**src/rtl/spi_flash_program_engine.sv**
```systemverilog
// SPI master that issues write-enable, page-program or sector-erase to the
// ROM flash and then polls the status register until the write completes.
module spi_flash_program_engine #(
    parameter int CS_GAP     = 4,
    parameter int POLL_LIMIT = 65535
) (
    input  logic        clk,
    input  logic        reset,
    input  logic        i_start,
    input  logic        i_erase,
    input  logic [23:0] i_addr,
    input  logic [7:0]  i_data,
    output logic        o_busy,
    output logic        o_done,
    output logic        o_error,
    output logic [7:0]  o_status,
    output logic        o_SPI_CLK,
    output logic        o_SPI_MOSI,
    output logic        o_SPI_CS,
    input  logic        i_SPI_MISO
);

    typedef enum logic [2:0] {
        IDLE,
        WREN,
        GAP1,
        CMD,
        GAP2,
        POLL,
        GAP3,
        DONE
    } state_t;

    localparam logic [15:0] GAP_LAST  = 16'(CS_GAP - 1);
    localparam logic [15:0] POLL_MAX  = 16'(POLL_LIMIT);
    localparam logic [7:0]  OP_WREN   = 8'h06;
    localparam logic [7:0]  OP_PROG   = 8'h02;
    localparam logic [7:0]  OP_ERASE  = 8'h20;
    localparam logic [7:0]  OP_RDSR   = 8'h05;

    state_t      state;
    state_t      state_next;
    logic [15:0] cnt;
    logic [15:0] cnt_next;
    logic [15:0] xfer_last;
    logic [15:0] poll_cnt;

    logic        erase_q;
    logic [23:0] addr_q;
    logic [7:0]  data_q;

    logic [7:0]  rx;
    logic [7:0]  rx_final;
    logic        sample;

    logic        busy;
    logic        done;
    logic        error;
    logic [7:0]  status;

    logic        sck;
    logic        mosi;
    logic        cs;
    logic        sck_d;
    logic        mosi_d;
    logic        cs_d;

    logic        accept;
    logic        poll_inc;
    logic        set_error;
    logic        in_xfer;
    logic        in_bits;
    logic [39:0] frame;
    logic [6:0]  cnt_m1;
    logic [5:0]  bit_idx;

    // Each CS-low state shifts out a left-aligned frame; xfer_last is its final cycle.
    always_comb begin
        in_xfer   = 1'b0;
        xfer_last = 16'd0;
        frame     = 40'h0;
        case (state)
            WREN: begin
                in_xfer   = 1'b1;
                xfer_last = 16'd17;
                frame     = {OP_WREN, 32'h0};
            end
            CMD: begin
                in_xfer   = 1'b1;
                xfer_last = erase_q ? 16'd65 : 16'd81;
                frame     = erase_q ? {OP_ERASE, addr_q, 8'h00}
                                    : {OP_PROG, addr_q, data_q};
            end
            POLL: begin
                in_xfer   = 1'b1;
                xfer_last = 16'd33;
                frame     = {OP_RDSR, 32'h0};
            end
            default: begin
                in_xfer   = 1'b0;
            end
        endcase
    end

    // Pins are registered, so the MISO edge that ends a visible phase B
    // falls on the odd count one past its decode; status bits start at 19.
    assign rx_final = {rx[6:0], i_SPI_MISO};
    assign sample   = (state == POLL) && cnt[0] && (cnt >= 16'd19);

    always_comb begin
        state_next = state;
        cnt_next   = cnt + 16'd1;
        accept     = 1'b0;
        poll_inc   = 1'b0;
        set_error  = 1'b0;
        case (state)
            IDLE: begin
                cnt_next = 16'd0;
                if (i_start && !done) begin
                    accept     = 1'b1;
                    state_next = WREN;
                end
            end
            WREN: begin
                if (cnt == xfer_last) begin
                    state_next = GAP1;
                    cnt_next   = 16'd0;
                end
            end
            GAP1: begin
                if (cnt == GAP_LAST) begin
                    state_next = CMD;
                    cnt_next   = 16'd0;
                end
            end
            CMD: begin
                if (cnt == xfer_last) begin
                    state_next = GAP2;
                    cnt_next   = 16'd0;
                end
            end
            GAP2: begin
                if (cnt == GAP_LAST) begin
                    state_next = POLL;
                    cnt_next   = 16'd0;
                end
            end
            POLL: begin
                if (cnt == xfer_last) begin
                    cnt_next = 16'd0;
                    if (!rx_final[0]) begin
                        state_next = DONE;
                    end else if (poll_cnt < POLL_MAX) begin
                        poll_inc   = 1'b1;
                        state_next = GAP3;
                    end else begin
                        set_error  = 1'b1;
                        state_next = DONE;
                    end
                end
            end
            GAP3: begin
                if (cnt == GAP_LAST) begin
                    state_next = POLL;
                    cnt_next   = 16'd0;
                end
            end
            DONE: begin
                state_next = IDLE;
                cnt_next   = 16'd0;
            end
            default: begin
                state_next = IDLE;
                cnt_next   = 16'd0;
            end
        endcase
    end

    // Count 0 is CS setup, the last count is CS hold; bits sit in between.
    always_comb begin
        cnt_m1  = cnt[6:0] - 7'd1;
        bit_idx = cnt_m1[6:1];
        in_bits = in_xfer && (cnt != 16'd0) && (cnt != xfer_last);
        cs_d    = ~in_xfer;
        sck_d   = in_bits & cnt_m1[0];
        mosi_d  = in_bits & frame[6'd39 - bit_idx];
    end

    always_ff @(posedge clk or negedge reset) begin
        if (!reset) begin
            state <= IDLE;
            cnt   <= 16'd0;
        end else begin
            state <= state_next;
            cnt   <= cnt_next;
        end
    end

    always_ff @(posedge clk or negedge reset) begin
        if (!reset) begin
            erase_q  <= 1'b0;
            addr_q   <= 24'h0;
            data_q   <= 8'h00;
            poll_cnt <= 16'd0;
            rx       <= 8'h00;
            busy     <= 1'b0;
            done     <= 1'b0;
            error    <= 1'b0;
            status   <= 8'h00;
            sck      <= 1'b0;
            mosi     <= 1'b0;
            cs       <= 1'b1;
        end else begin
            sck  <= sck_d;
            mosi <= mosi_d;
            cs   <= cs_d;
            done <= (state == DONE);
            if (accept) begin
                erase_q  <= i_erase;
                addr_q   <= i_addr;
                data_q   <= i_data;
                poll_cnt <= 16'd0;
                busy     <= 1'b1;
                error    <= 1'b0;
            end else if (state == DONE) begin
                busy <= 1'b0;
            end
            if (poll_inc) begin
                poll_cnt <= poll_cnt + 16'd1;
            end
            if (set_error) begin
                error <= 1'b1;
            end
            if (sample) begin
                rx <= rx_final;
            end
            // Status becomes visible on the cycle CS actually rises.
            if ((state == DONE) || ((state == GAP3) && (cnt == 16'd0))) begin
                status <= rx;
            end
        end
    end

    assign o_busy     = busy;
    assign o_done     = done;
    assign o_error    = error;
    assign o_status   = status;
    assign o_SPI_CLK  = sck;
    assign o_SPI_MOSI = mosi;
    assign o_SPI_CS   = cs;

endmodule

```
**config.mk**
```make
export PLATFORM = sky130hd
export DESIGN_NAME = spi_flash_program_engine
export DESIGN_NICKNAME = d
export VERILOG_FILES = /design/src/rtl/spi_flash_program_engine.sv
export SDC_FILE = /design/constraint.sdc
export NUM_CORES = 1
export LEC_CHECK = 0
export CORE_ASPECT_RATIO = 1.75
export CORE_MARGIN = 3
export CORE_UTILIZATION = 45
export CTS_BUF_LIST = sky130_fd_sc_hd__clkbuf_2
export CTS_CLUSTER_DIAMETER = 40
export DETAILED_ROUTE_END_ITERATION = 12
export PLACE_DENSITY = 0.66
export SYNTH_ARGS = -nofsm -noshare
export SYNTH_HDL_FRONTEND = slang
export SYNTH_SLANG_ARGS = --single-unit
```
**constraint.sdc**
```tcl
create_clock -name clk -period 5.55 [get_ports clk]
set_input_delay 0.555 -clock clk [delete_from_list [all_inputs] [get_ports clk]]
set_output_delay 0.555 -clock clk [all_outputs]
set_load 0.01 [all_outputs]
```
## After elaboration in Yosys (flattened, before gate mapping)

Cells that the tools add are included.

| word-level totals | value |
|---|---|
| register bits | 90 |
| latch bits | 0 |
| memory bits (writable) | 0 |
| ROM bits | 0 |
| output and inout bits | 14 |
| logic and storage cells | 94 |
| memories kept | 0 |

| operators by class | value |
|---|---|
| $add $sub $neg | 4 |
| multiply operators | 0 |
| divide/modulo/power cells | 0 |
| order comparisons | 3 |
| eq/ne operators | 16 |
| shift-type cells | 0 |
| mux-type cells | 35 |
| bitwise operators | 3 |
| reduce and logical (&&, ||, !) cells | 19 |

Operator list:

| cell | number |
|---|---|
| $pmux 38 s3 | 1 |
| $mux 16 | 4 |
| $pmux 16 s3 | 1 |
| $mux 38 | 1 |
| $add 16x1->16 const B | 2 |
| $pmux 3 s7 | 1 |
| $pmux 7 s3 | 1 |
| $mux 1 | 18 |
| $mux 3 | 6 |
| $eq 16x16->1 | 1 |
| $eq 16x2->1 const B | 1 |
| $ge 16x5->1 const B | 1 |
| $logic_not 16->1 | 1 |
| $lt 16x16->1 const B | 1 |
| $ne 16x16->1 | 1 |
| $reduce_bool 16->1 | 1 |
| $eq 3x3->1 const B | 4 |
| $ne 2x2->1 const B | 4 |
| $lt 6x7->1 const B | 1 |
| $sub 7x1->7 const B | 1 |
| $bmux 1 s6 | 1 |
| $eq 3x2->1 const B | 2 |
| $logic_and 1x1->1 | 6 |
| $reduce_and 6->1 | 1 |
| other kinds (12) | 18 |

## Logic depth before layout (Yosys ltp)

Gate-level depths: netlist of the first run.

| depth | value |
|---|---|
| word-level depth | 6 |
| depth in mapped cells | 11 |

## Worst setup path after synthesis of the first run

OpenSTA, ideal clock, no wires.

| timing path | value |
|---|---|
| path kind | reg2reg |
| from | register cnt[0] |
| to | register mosi (netlist: o_SPI_MOSI) |
| setup time | 0.125 ns |
| arrival time | 2.281 ns |
| data required time | 5.425 ns |
| path slack | 3.144 ns |
| stages on the path, launching flop included | 11 |
| period minus slack after synthesis | 2.406 ns |
| path through | dfrtp_1 -> buf_6 -> inv_1 -> ha_1 -> buf_6 -> inv_4 -> mux4_1 -> mux2_2 -> a31o_1 -> o2111ai_1 -> a21oi_1 |

| on the way | value |
|---|---|
| word-level cells in the longest chain between the ends | 5 |
| elaborated cells on any way between the ends | 9 |
| those cells by class | add/sub (2); eq/ne (1); mux (2); bitwise (1); reduce/logical (3) |

Ends and longest elaborated chain:

| element | RTL line | RTL |
|---|---|---|
| start: declaration | 43 | `logic [15:0] cnt;` |
| start signal: assignment | 195 | `cnt <= cnt_next;` |
| $sub 7x1->7 | 181 | `cnt_m1 = cnt[6:0] - 7'd1;` |
| $sub 6x6->6 | 186 | `mosi_d = in_bits & frame[6'd39 - bit_idx];` |
| $bmux 1 s6 | 186 |  |
| $mux 1 (implied by the code) | 186 |  |
| $and 1x1->1 (*) | 186 |  |
| via mosi_d | 65 | `logic mosi_d;` |
| end signal: assignment | 215 | `mosi <= mosi_d;` |
| end: declaration | 62 | `logic mosi;` |

The timed path passes the listed nets; every way through them passes the cells marked *. The select of a mux whose other input is x is not followed.
A chain may end at the register's enable or synchronous reset.

## Worst setup path after layout of the first run

Ends and elaborated chain as after synthesis.

==> results of run 1 <==
==> power by group <==
part	switching, mW	leakage (nW)	total (mW)	internal [mW]
Clock	0.236	0.0841	0.385	0.149
Sequential	0.165	1.18	0.974	0.809
Combinational	0.459	1.29	0.889	0.430
Total	0.860	2.56	2.25	1.39
==> flip-flops by register name, summed over array words and instances (netlist names) <==
name and cells:
rx 8, erase_q 1, o_SPI_MOSI 1, o_done 1, cnt 16, o_error 1
data_q 8, poll_cnt 16, o_SPI_CLK 1, state 3, o_busy 1, o_status 8
addr_q 24, o_SPI_CS 1
==> stage by stage <==
stage | cells | setup WS [ns] | hold slack (ns) | cell area, um^2
2_1_floorplan | 478 | 3.14 | 0.259 | 4600
3_3_place_gp | 635 | 2.99 | 0.413 | 5150
3_5_place_dp | 635 | 2.90 | 0.418 | 5150
4_1_cts | 652 | 2.89 | 0.276 | 5300
5_1_grt | 653 | 2.71 | 0.270 | 5300
6_report | 653 | 2.92 | 0.301 | 5300
==> Yosys cell counts (12+ instances only) <==
cell / n
sky130_fd_sc_hd__nand2b_1: 12
sky130_fd_sc_hd__mux2_2: 17
sky130_fd_sc_hd__nor2_1: 36
sky130_fd_sc_hd__dfrtp_1: 89
sky130_fd_sc_hd__nand3_1: 20
sky130_fd_sc_hd__a21o_1: 12
sky130_fd_sc_hd__a21oi_1: 22
sky130_fd_sc_hd__nand2_1: 125
sky130_fd_sc_hd__xnor2_1: 13
==> how the worst min path moves through the flow <==
stage                           end  slack (ns)  cells past startpoint
after floorplan           addr_q[0]        0.26                      0
after global placement       o_busy        0.41                      1
after detailed placement     o_busy        0.42                      1
after CTS                    o_busy        0.28                      2
after global routing         o_busy        0.27                      2
final                        o_busy        0.30                      2
==> what timing repair did <==
| action | 4_1_cts | 5_1_grt |
|---|---|---|
| resized for setup | 0 | 0 |
| endpoints found under the hold margin | 13 | 0 |
| hold buffers | 1 | 0 |
==> metal layers <==
layer	up-vias	global-route usage, %	part of all wire (%)	wire length [um]
met5	-	0	0	0
met4	0	5.78	1.6	150
met3	12	4.08	3.0	292
met2	52	32.2	54	5220
met1	1652	22.2	41	3970
li1	1714	-	-	-
==> kinds of logic after synthesis <==
family	Yosys count
AO/OA/AOI/OAI	59
XOR/XNOR	22
adder cells (fa/ha/maj)	4
buffers and inverters	30
flip-flops	90
multiplexers	29
AND/OR/NAND/NOR	244
==> area by class of cell <==
class | count | area share [%]
Timing Repair Buffer | 55 | 10.1
Inverter | 8 | 0.613
Antenna cell | 1 | 0.0472
Clock buffer | 9 | 0.849
Multi-Input combinational cell | 358 | 41.2
Sequential cell | 90 | 42.5
Clock inverter | 7 | 1.72
Tap cell | 125 | 2.95
==> Implementation_results.wiki, run 1 <==
{| class="wikitable"
! Metric !! Value
|-
| Clk sink count || 90
|-
| Origin of the critical flop-to-flop path || cnt[0]
|-
| Share of synthesized flip-flops with an asynchronous set or reset || 100%
|-
| Multiplexer area fraction after synthesis || 9.09%
|-
| Final global-route overflow total || 0
|-
| Power density cells || 424 nW/um^2
|-
| Dominant combinational cell family by area after synthesis || simple AND/OR/NAND/NOR gates
|-
| Layout Utilization || 53.5%
|-
| Logic depth of the worst path, buffers included || 8
|-
| Highest fanout seen on the critical path || 9
|-
| Count of standard-cell rows || 48
|-
| Leakage Power || 2.56 nW
|-
| Remaining antenna violation count || 0
|-
| Terminus of the critical flop-to-flop path || o_SPI_MOSI
|-
| Path class of the lowest-slack min-delay path || primary input to asynchronous set/reset pin
|-
| Setup-violating endpoint count in the final report || 0
|-
| Crit path launch type || flop
|-
| CP Launch Point || cnt[0]
|-
| Setup repair after global routing missed its margin || no
|-
| Type of the setup path with the least slack || flop to flop
|-
| Detailed-placement wirelength estimate || 7030 um
|-
| Routed len/inst || 14.7 um
|-
| Drt via density || 5.25
|-
| Commonest non-fill, non-tap cell in the layout || sky130_fd_sc_hd__nand2_1
|-
| Synthesized flop and latch total || 90
|-
| Post-synth EDFFs || 0
|-
| Fraction of final layout cells with drive strength greater than 1 || 10.2%
|-
| Largest net degree at the start of global routing || 78
|-
| Gr usage total || 18.5%
|-
| Final RePlAce weighted congestion || 0.807
|-
| Number of distinct library cell variants in the gate-level netlist after synthesis || 56
|-
| Tightest slew margin relative to the limit || 35.5%
|-
| Slack of the worst reg-to-reg path || 2.92 ns
|-
| Area share of xor/xnor cells in the synthesized design || 4.36%
|-
| Wire length of the first global-routing pass || 16500 um
|-
| Top Family by Delay on Critical Path || multiplexers
|-
| Post-Synthesis Net Count || 519
|-
| Max stage delay cell, worst path || sky130_fd_sc_hd__mux4_1
|-
| Top_reg_cell synth || sky130_fd_sc_hd__dfrtp_1
|-
| Arrival time worst endpoint || 3.12 ns
|-
| Dominant cell type by area after synthesis || sky130_fd_sc_hd__dfrtp_1
|-
| Number of warnings reported in the yosys synthesis log || 0
|-
| Total wire length || 9630 um
|-
| Synth Area in Adders || 1.09%
|-
| Number of pins with negative max-slew slack in the final report || 0
|-
| FF/Latch Area || 2250 um^2
|-
| Clock transition at the register clock pins on the worst setup and hold paths after CTS || 0.27 ns
|-
| Total via count in the routed design || 3430
|-
| Area grow syn2layout || 15.4%
|-
| Critical-path cell list || inv_1, ha_1, inv_4, mux4_1, mux2_2, a31o_1, o2111ai_1, a21oi_1
|-
| Mapped cell area || 4600 um^2
|-
| Type of element capturing the critical path || flop
|-
| Share of synthesized area occupied by flip-flops and latches || 49.0%
|-
| Basic-gate share of the synthesized area counting and, or, nand and nor cells || 24.4%
|-
| Fillers || 959
|-
| Number of search-and-repair iterations in the first detailed-routing pass || 4
|-
| WP buf/inv || 2
|-
| Max-cap violations || 0
|-
| Initial detailed-routing violation count || 237
|-
| Die footprint || 11500 um^2
|-
| Number of H-tree branching levels || 3
|-
| Final-stage net count || 563
|-
| Height of the chip || 140 um
|-
| Final Hold Viols || 0
|-
| Leading cell types in the layout, fill and taps excluded || sky130_fd_sc_hd__nand2_1, sky130_fd_sc_hd__dfrtp_1, sky130_fd_sc_hd__clkdlybuf4s50_1
|-
| Core area || 9910 um^2
|-
| Later-pin clock latency in the skew report || 0.59 ns
|-
| Buffers from clock root to sink, at most || 2
|-
| Synthesized netlist cell count || 478
|-
| Fmax achieved || 0.380 GHz
|-
| Required arrival time at the worst endpoint || 6.04 ns
|-
| Mean post-synth cell area || 9.61 um^2
|-
| DRC violation count after routing || 0
|-
| Number of cells traversed by the worst register-to-register path || 8
|-
| Initial antenna violation count || 1
|-
| Inserted Clock Buffers || 9
|-
| Root Driver || sky130_fd_sc_hd__clkbuf_2
|-
| Worst IR drop on VDD || 256 uV
|-
| Multi-input gate area in the final layout || 2180 um^2
|-
| Final clock skew || 0.0484 ns
|-
| Part of the cycle the worst path needs || 47.4%
|-
| Power consumption || 2.25 mW
|-
| Endpoint of the worst setup timing path || o_SPI_MOSI
|-
| Complex-gate fraction of the synthesized area || 8.52%
|-
| Post-CTS Repair Setup Buffers || 0
|-
| Cells taking the most area after synthesis || sky130_fd_sc_hd__dfrtp_1, sky130_fd_sc_hd__nand2_1, sky130_fd_sc_hd__mux2_2, sky130_fd_sc_hd__nor2_1, sky130_fd_sc_hd__mux4_1
|-
| Area fraction of the dominant cell type after synthesis || 48.5%
|-
| Run status || finished clean
|-
| Fin Setup TNS || 0 ns
|-
| Via count of the first global-routing pass || 3471
|-
| PortBufs || 50
|-
| Clock tree from TritonCTS || done
|-
| Initial standard-cell utilization of the core || 46.4%
|-
| Peak per-stage delay on the critical path || 0.56 ns
|-
| I/O pin count || 51
|-
| Die width || 82.4 um
|-
| Crit path time final || 2.63 ns
|-
| Transition time at the pin with the least slew margin || 0.968 ns
|}
Note: power is estimated with default switching activity, not from simulation.
==> run 2, diff against run 1 <==
--- a/config.mk
+++ b/config.mk
@@ -11,7 +11,7 @@
 export CTS_BUF_LIST = sky130_fd_sc_hd__clkbuf_2
 export CTS_CLUSTER_DIAMETER = 40
 export DETAILED_ROUTE_END_ITERATION = 12
-export PLACE_DENSITY = 0.66
+export PLACE_DENSITY = 0.69
 export SYNTH_ARGS = -nofsm -noshare
 export SYNTH_HDL_FRONTEND = slang
 export SYNTH_SLANG_ARGS = --single-unit
==> constraint.sdc (replaced) <==
create_clock -name clk -period 2.1 [get_ports clk]
set_input_delay 0.21 -clock clk [delete_from_list [all_inputs] [get_ports clk]]
set_output_delay 0.21 -clock clk [all_outputs]
set_load 0.01 [all_outputs]
==> run 2 against run 1 <==
Net effect: the flow now finishes with violations (negative setup slack); clock-buffer cell count unchanged; design area up 13%; die area unchanged; sequential cell count unchanged; clock skew down 0.013 ns; setup slack worse by 2.9 ns; largest power group is now combinational logic.
==> Implementation_results.wiki, run 2 (same netlist as run 1, synthesis figures left out) <==
{| class="wikitable"
! Metric !! Value
|-
| Fmax achieved || 0.470 GHz (+24%)
|-
| Hold WS || 0.0826 ns (-0.219 ns)
|-
| Number of search-and-repair iterations in the first detailed-routing pass || 4 (unchanged)
|-
| Placed standard-cell area || 5480 um^2 (+6.2%)
|-
| Post-layout instance count excluding filler cells || 701 (+7.4%)
|-
| Violated checks || negative setup slack
|-
| Source of the worst hold timing path || i_data[0]
|-
| Root Driver || sky130_fd_sc_hd__clkbuf_2
|-
| Post-route worst setup slack || -0.0258 ns (-2.95 ns)
|-
| Share of power burned in combinational logic || 51.8% (+12 points)
|-
| WP buf/inv || 2 (unchanged)
|-
| Slack of the worst reg-to-reg path || -0.03 ns (-2.95 ns)
|-
| Inserted Clock Buffers || 9 (unchanged)
|-
| Leading cell types in the layout, fill and taps excluded || sky130_fd_sc_hd__nand2_1, sky130_fd_sc_hd__dfrtp_1, sky130_fd_sc_hd__clkdlybuf4s50_1
|-
| Required arrival time at the worst endpoint || 2.59 ns (-3.45 ns)
|-
| Met2 wirelength from detailed routing || 6010 um (+15%)
|-
| Part of the cycle the worst path needs || 101% (+54 points)
|-
| DRC violation count after routing || 0 (unchanged)
|-
| Count of standard-cell rows || 48 (unchanged)
|-
| Crit path time final || 2.13 ns (-0.504 ns)
|-
| WL met1 || 4080 um (+2.8%)
|-
| Layout Utilization || 60.5% (+7.0 points)
|-
| Type of the setup path with the least slack || flop to flop
|-
| Switching portion of total power || 37.5% (-0.76 points)
|-
| Tightest slew margin relative to the limit || 67.2% (+32 points)
|-
| Remaining antenna violation count || 0 (unchanged)
|-
| Largest registers ranked by flip-flop count || addr_q x24, cnt x16, poll_cnt x16
|-
| Arrival time worst endpoint || 2.61 ns (-0.51 ns)
|-
| CP Launch Point || cnt[0]
|-
| Wire length of the first global-routing pass || 17300 um (+5.1%)
|-
| Total wire length || 10800 um (+12%)
|-
| Routed wl met3 || 359 um (+23%)
|-
| Instance count after placement with tap cells included || 669 (+5.4%)
|-
| Gr usage total || 19.6% (+1.1 points)
|-
| DR top layer || met4
|-
| Final global-route overflow total || 0 (unchanged)
|-
| Buffers from clock root to sink, at most || 2 (unchanged)
|-
| Run status || complete, but fails checks
|-
| Top register by number of flip-flops || addr_q
|-
| Path class of the lowest-slack min-delay path || primary input to flop
|-
| Setup repair after global routing missed its margin || yes
|-
| Power density cells || 1250 nW/um^2 (+200%)
|-
| Final Hold Viols || 0 (unchanged)
|-
| Clock transition at the register clock pins on the worst setup and hold paths after CTS || 0.26 ns (about the same)
|-
| Int Pwr || 4.69 mW (+240%)
|-
| Top Family by Delay on Critical Path || multiplexers
|-
| Initial detailed-routing violation count || 163 (-31%)
|-
| Clock network fraction of design power || 15.4% (-1.7 points)
|-
| Die width || 82.4 um (unchanged)
|-
| Number of pins with negative max-slew slack in the final report || 0 (unchanged)
|-
| Drt via density || 5.26 (+0.21%)
|-
| Transition time at the pin with the least slew margin || 0.492 ns (-0.476 ns)
|-
| Switching Power || 2.81 mW (+230%)
|-
| Detailed-placement wirelength estimate || 7560 um (+7.5%)
|-
| Largest net degree at the start of global routing || 91 (+17%)
|-
| Core area || 9910 um^2 (unchanged)
|-
| I/O pin count || 51 (unchanged)
|-
| Highest fanout seen on the critical path || 3 (-6)
|-
| Initial antenna violation count || 0 (-1)
|-
| Routed len/inst || 15.4 um (+4.6%)
|-
| Initial standard-cell utilization of the core || 46.4% (unchanged)
|-
| Number of cells on the worst hold path || 3
|-
| Fraction of final layout cells with drive strength greater than 1 || 22.7% (+12 points)
|-
| Number of flip-flops in the largest register || 24 (unchanged)
|-
| Type of element capturing the critical path || flop
|-
| PortBufs || 50 (unchanged)
|-
| Max stage delay cell, worst path || sky130_fd_sc_hd__mux4_2
|-
| Critical-path cell list || inv_4, ha_4, inv_8, mux4_2, mux2_4, a31o_1, o2111ai_2, a21oi_1
|-
| Number of H-tree branching levels || 3 (unchanged)
|-
| Clk sink count || 90 (unchanged)
|-
| Final antenna diode count || 0 (-1)
|-
| Portion of total power attributed to sequential cells || 32.8% (-11 points)
|-
| Origin of the critical flop-to-flop path || cnt[0]
|-
| Crit path launch type || flop
|-
| Final design area excluding fillers || 5990 um^2 (+13%)
|-
| Worst IR drop on VDD || 756 uV (+190%)
|-
| Setup-violating endpoint count in the final report || 2 (+2)
|-
| Die footprint || 11500 um^2 (unchanged)
|-
| Leakage Power || 2.89 nW (+13%)
|-
| Peak per-stage delay on the critical path || 0.48 ns (-0.08 ns)
|-
| Area grow syn2layout || 30.4%
|-
| Via count of the first global-routing pass || 3757 (+8.2%)
|-
| Final clock skew || 0.0355 ns (-0.0129 ns)
|-
| Pre-CTS setup slack || -0.0227 ns (-2.93 ns)
|-
| Height of the chip || 140 um (unchanged)
|-
| Final-stage net count || 612 (+8.7%)
|-
| Commonest non-fill, non-tap cell in the layout || sky130_fd_sc_hd__nand2_1
|-
| Logic depth of the worst path, buffers included || 8 (unchanged)
|-
| Number of cells traversed by the worst register-to-register path || 8 (unchanged)
|-
| Final RePlAce weighted congestion || 0.902 (+12%)
|-
| Clock tree from TritonCTS || done
|-
| Later-pin clock latency in the skew report || 0.60 ns (about the same)
|-
| Total via count in the routed design || 3690 (+7.6%)
|-
| Max-cap violations || 0 (unchanged)
|}
## run 2: changes by cell type in the layout (fill, tap and decap cells not counted), moves of 4 or more
cell                      delta
sky130_fd_sc_hd__buf_12      +5
sky130_fd_sc_hd__buf_4      +40
sky130_fd_sc_hd__buf_6       +4
sky130_fd_sc_hd__dfrtp_1     -4
sky130_fd_sc_hd__dfrtp_2     +4
sky130_fd_sc_hd__mux2_2      -4
sky130_fd_sc_hd__mux2_4      +4
sky130_fd_sc_hd__mux4_1      -4
sky130_fd_sc_hd__mux4_2      +4
sky130_fd_sc_hd__xnor2_1     -4
## run 2: power by group through the flow
stage	Clock [mW]	Combinational, mW	Sequential, mW
final	1.16	3.89	2.46
after global placement	0	3.12	2.45
after CTS	1.18	3.57	2.45
after global routing	1.25	4.20	2.51
after floorplan	0	2.21	2.35
after detailed placement	0	3.21	2.47
## run 2: worst reg2reg max path, stage by stage, from the launching register on
cell,delay [ns]
sky130_fd_sc_hd__dfrtp_1,0.47
sky130_fd_sc_hd__inv_4,0.08
sky130_fd_sc_hd__ha_4,0.21
sky130_fd_sc_hd__inv_8,0.06
sky130_fd_sc_hd__mux4_2,0.48
sky130_fd_sc_hd__mux2_4,0.28
sky130_fd_sc_hd__a31o_1,0.19
sky130_fd_sc_hd__o2111ai_2,0.19
sky130_fd_sc_hd__a21oi_1,0.09
## run 2: stage by stage
| step | total power [mW] | setup TNS (ns) |
|---|---|---|
| after floorplan | 4.57 | -0.137 |
| after global placement | 5.57 | 0 |
| after detailed placement | 5.67 | -0.0227 |
| after CTS | 7.20 | -0.00993 |
| after global routing | 7.96 | -0.839 |
| final | 7.51 | -0.0309 |
## run 2: worst paths after layout
path | to
setup / recovery | o_SPI_MOSI
hold / removal | data_q[0]
setup reg to reg | o_SPI_MOSI
hold reg to reg | addr_q[10]
max in group asynchronous | cnt[3]
min in group asynchronous | cnt[8]
## run 2: area by class of cell
class | count | area (um^2)
inverter | 8 | 40.0
fill | 885 | 3920
tap | 125 | 156
clock buffer | 9 | 45.0
timing repair buffer | 104 | 983
clock inverter | 7 | 124
sequential | 90 | 2260
multi-input combinational | 358 | 2380
## run 2: layer usage
| metal | vias to the layer above | global-route usage (%) |
|---|---|---|
| li1 | 1796 | - |
| met1 | 1790 | 21.5 |
| met2 | 76 | 34.8 |
| met3 | 28 | 4.02 |
| met4 | 0 | 9.37 |
| met5 | - | 0 |
## run 2: timing repair
item                                    CTS  global route
resized for setup                        17            25
buffers inserted                          7             8
endpoints found under the hold margin    90             0
endpoints found under the setup margin    1            50
hold buffers                              1             0
pin swaps                                11            11
==> run 3, diff against run 2 <==
--- a/config.mk
+++ b/config.mk
@@ -5,6 +5,7 @@
 export SDC_FILE = /design/constraint.sdc
 export NUM_CORES = 1
 export LEC_CHECK = 0
+export CAP_MARGIN = 20
 export CORE_ASPECT_RATIO = 1.75
 export CORE_MARGIN = 3
 export CORE_UTILIZATION = 45
==> results of run 3 <==
Same layout as run 2: the final DEF is identical, and so are final timing and power.
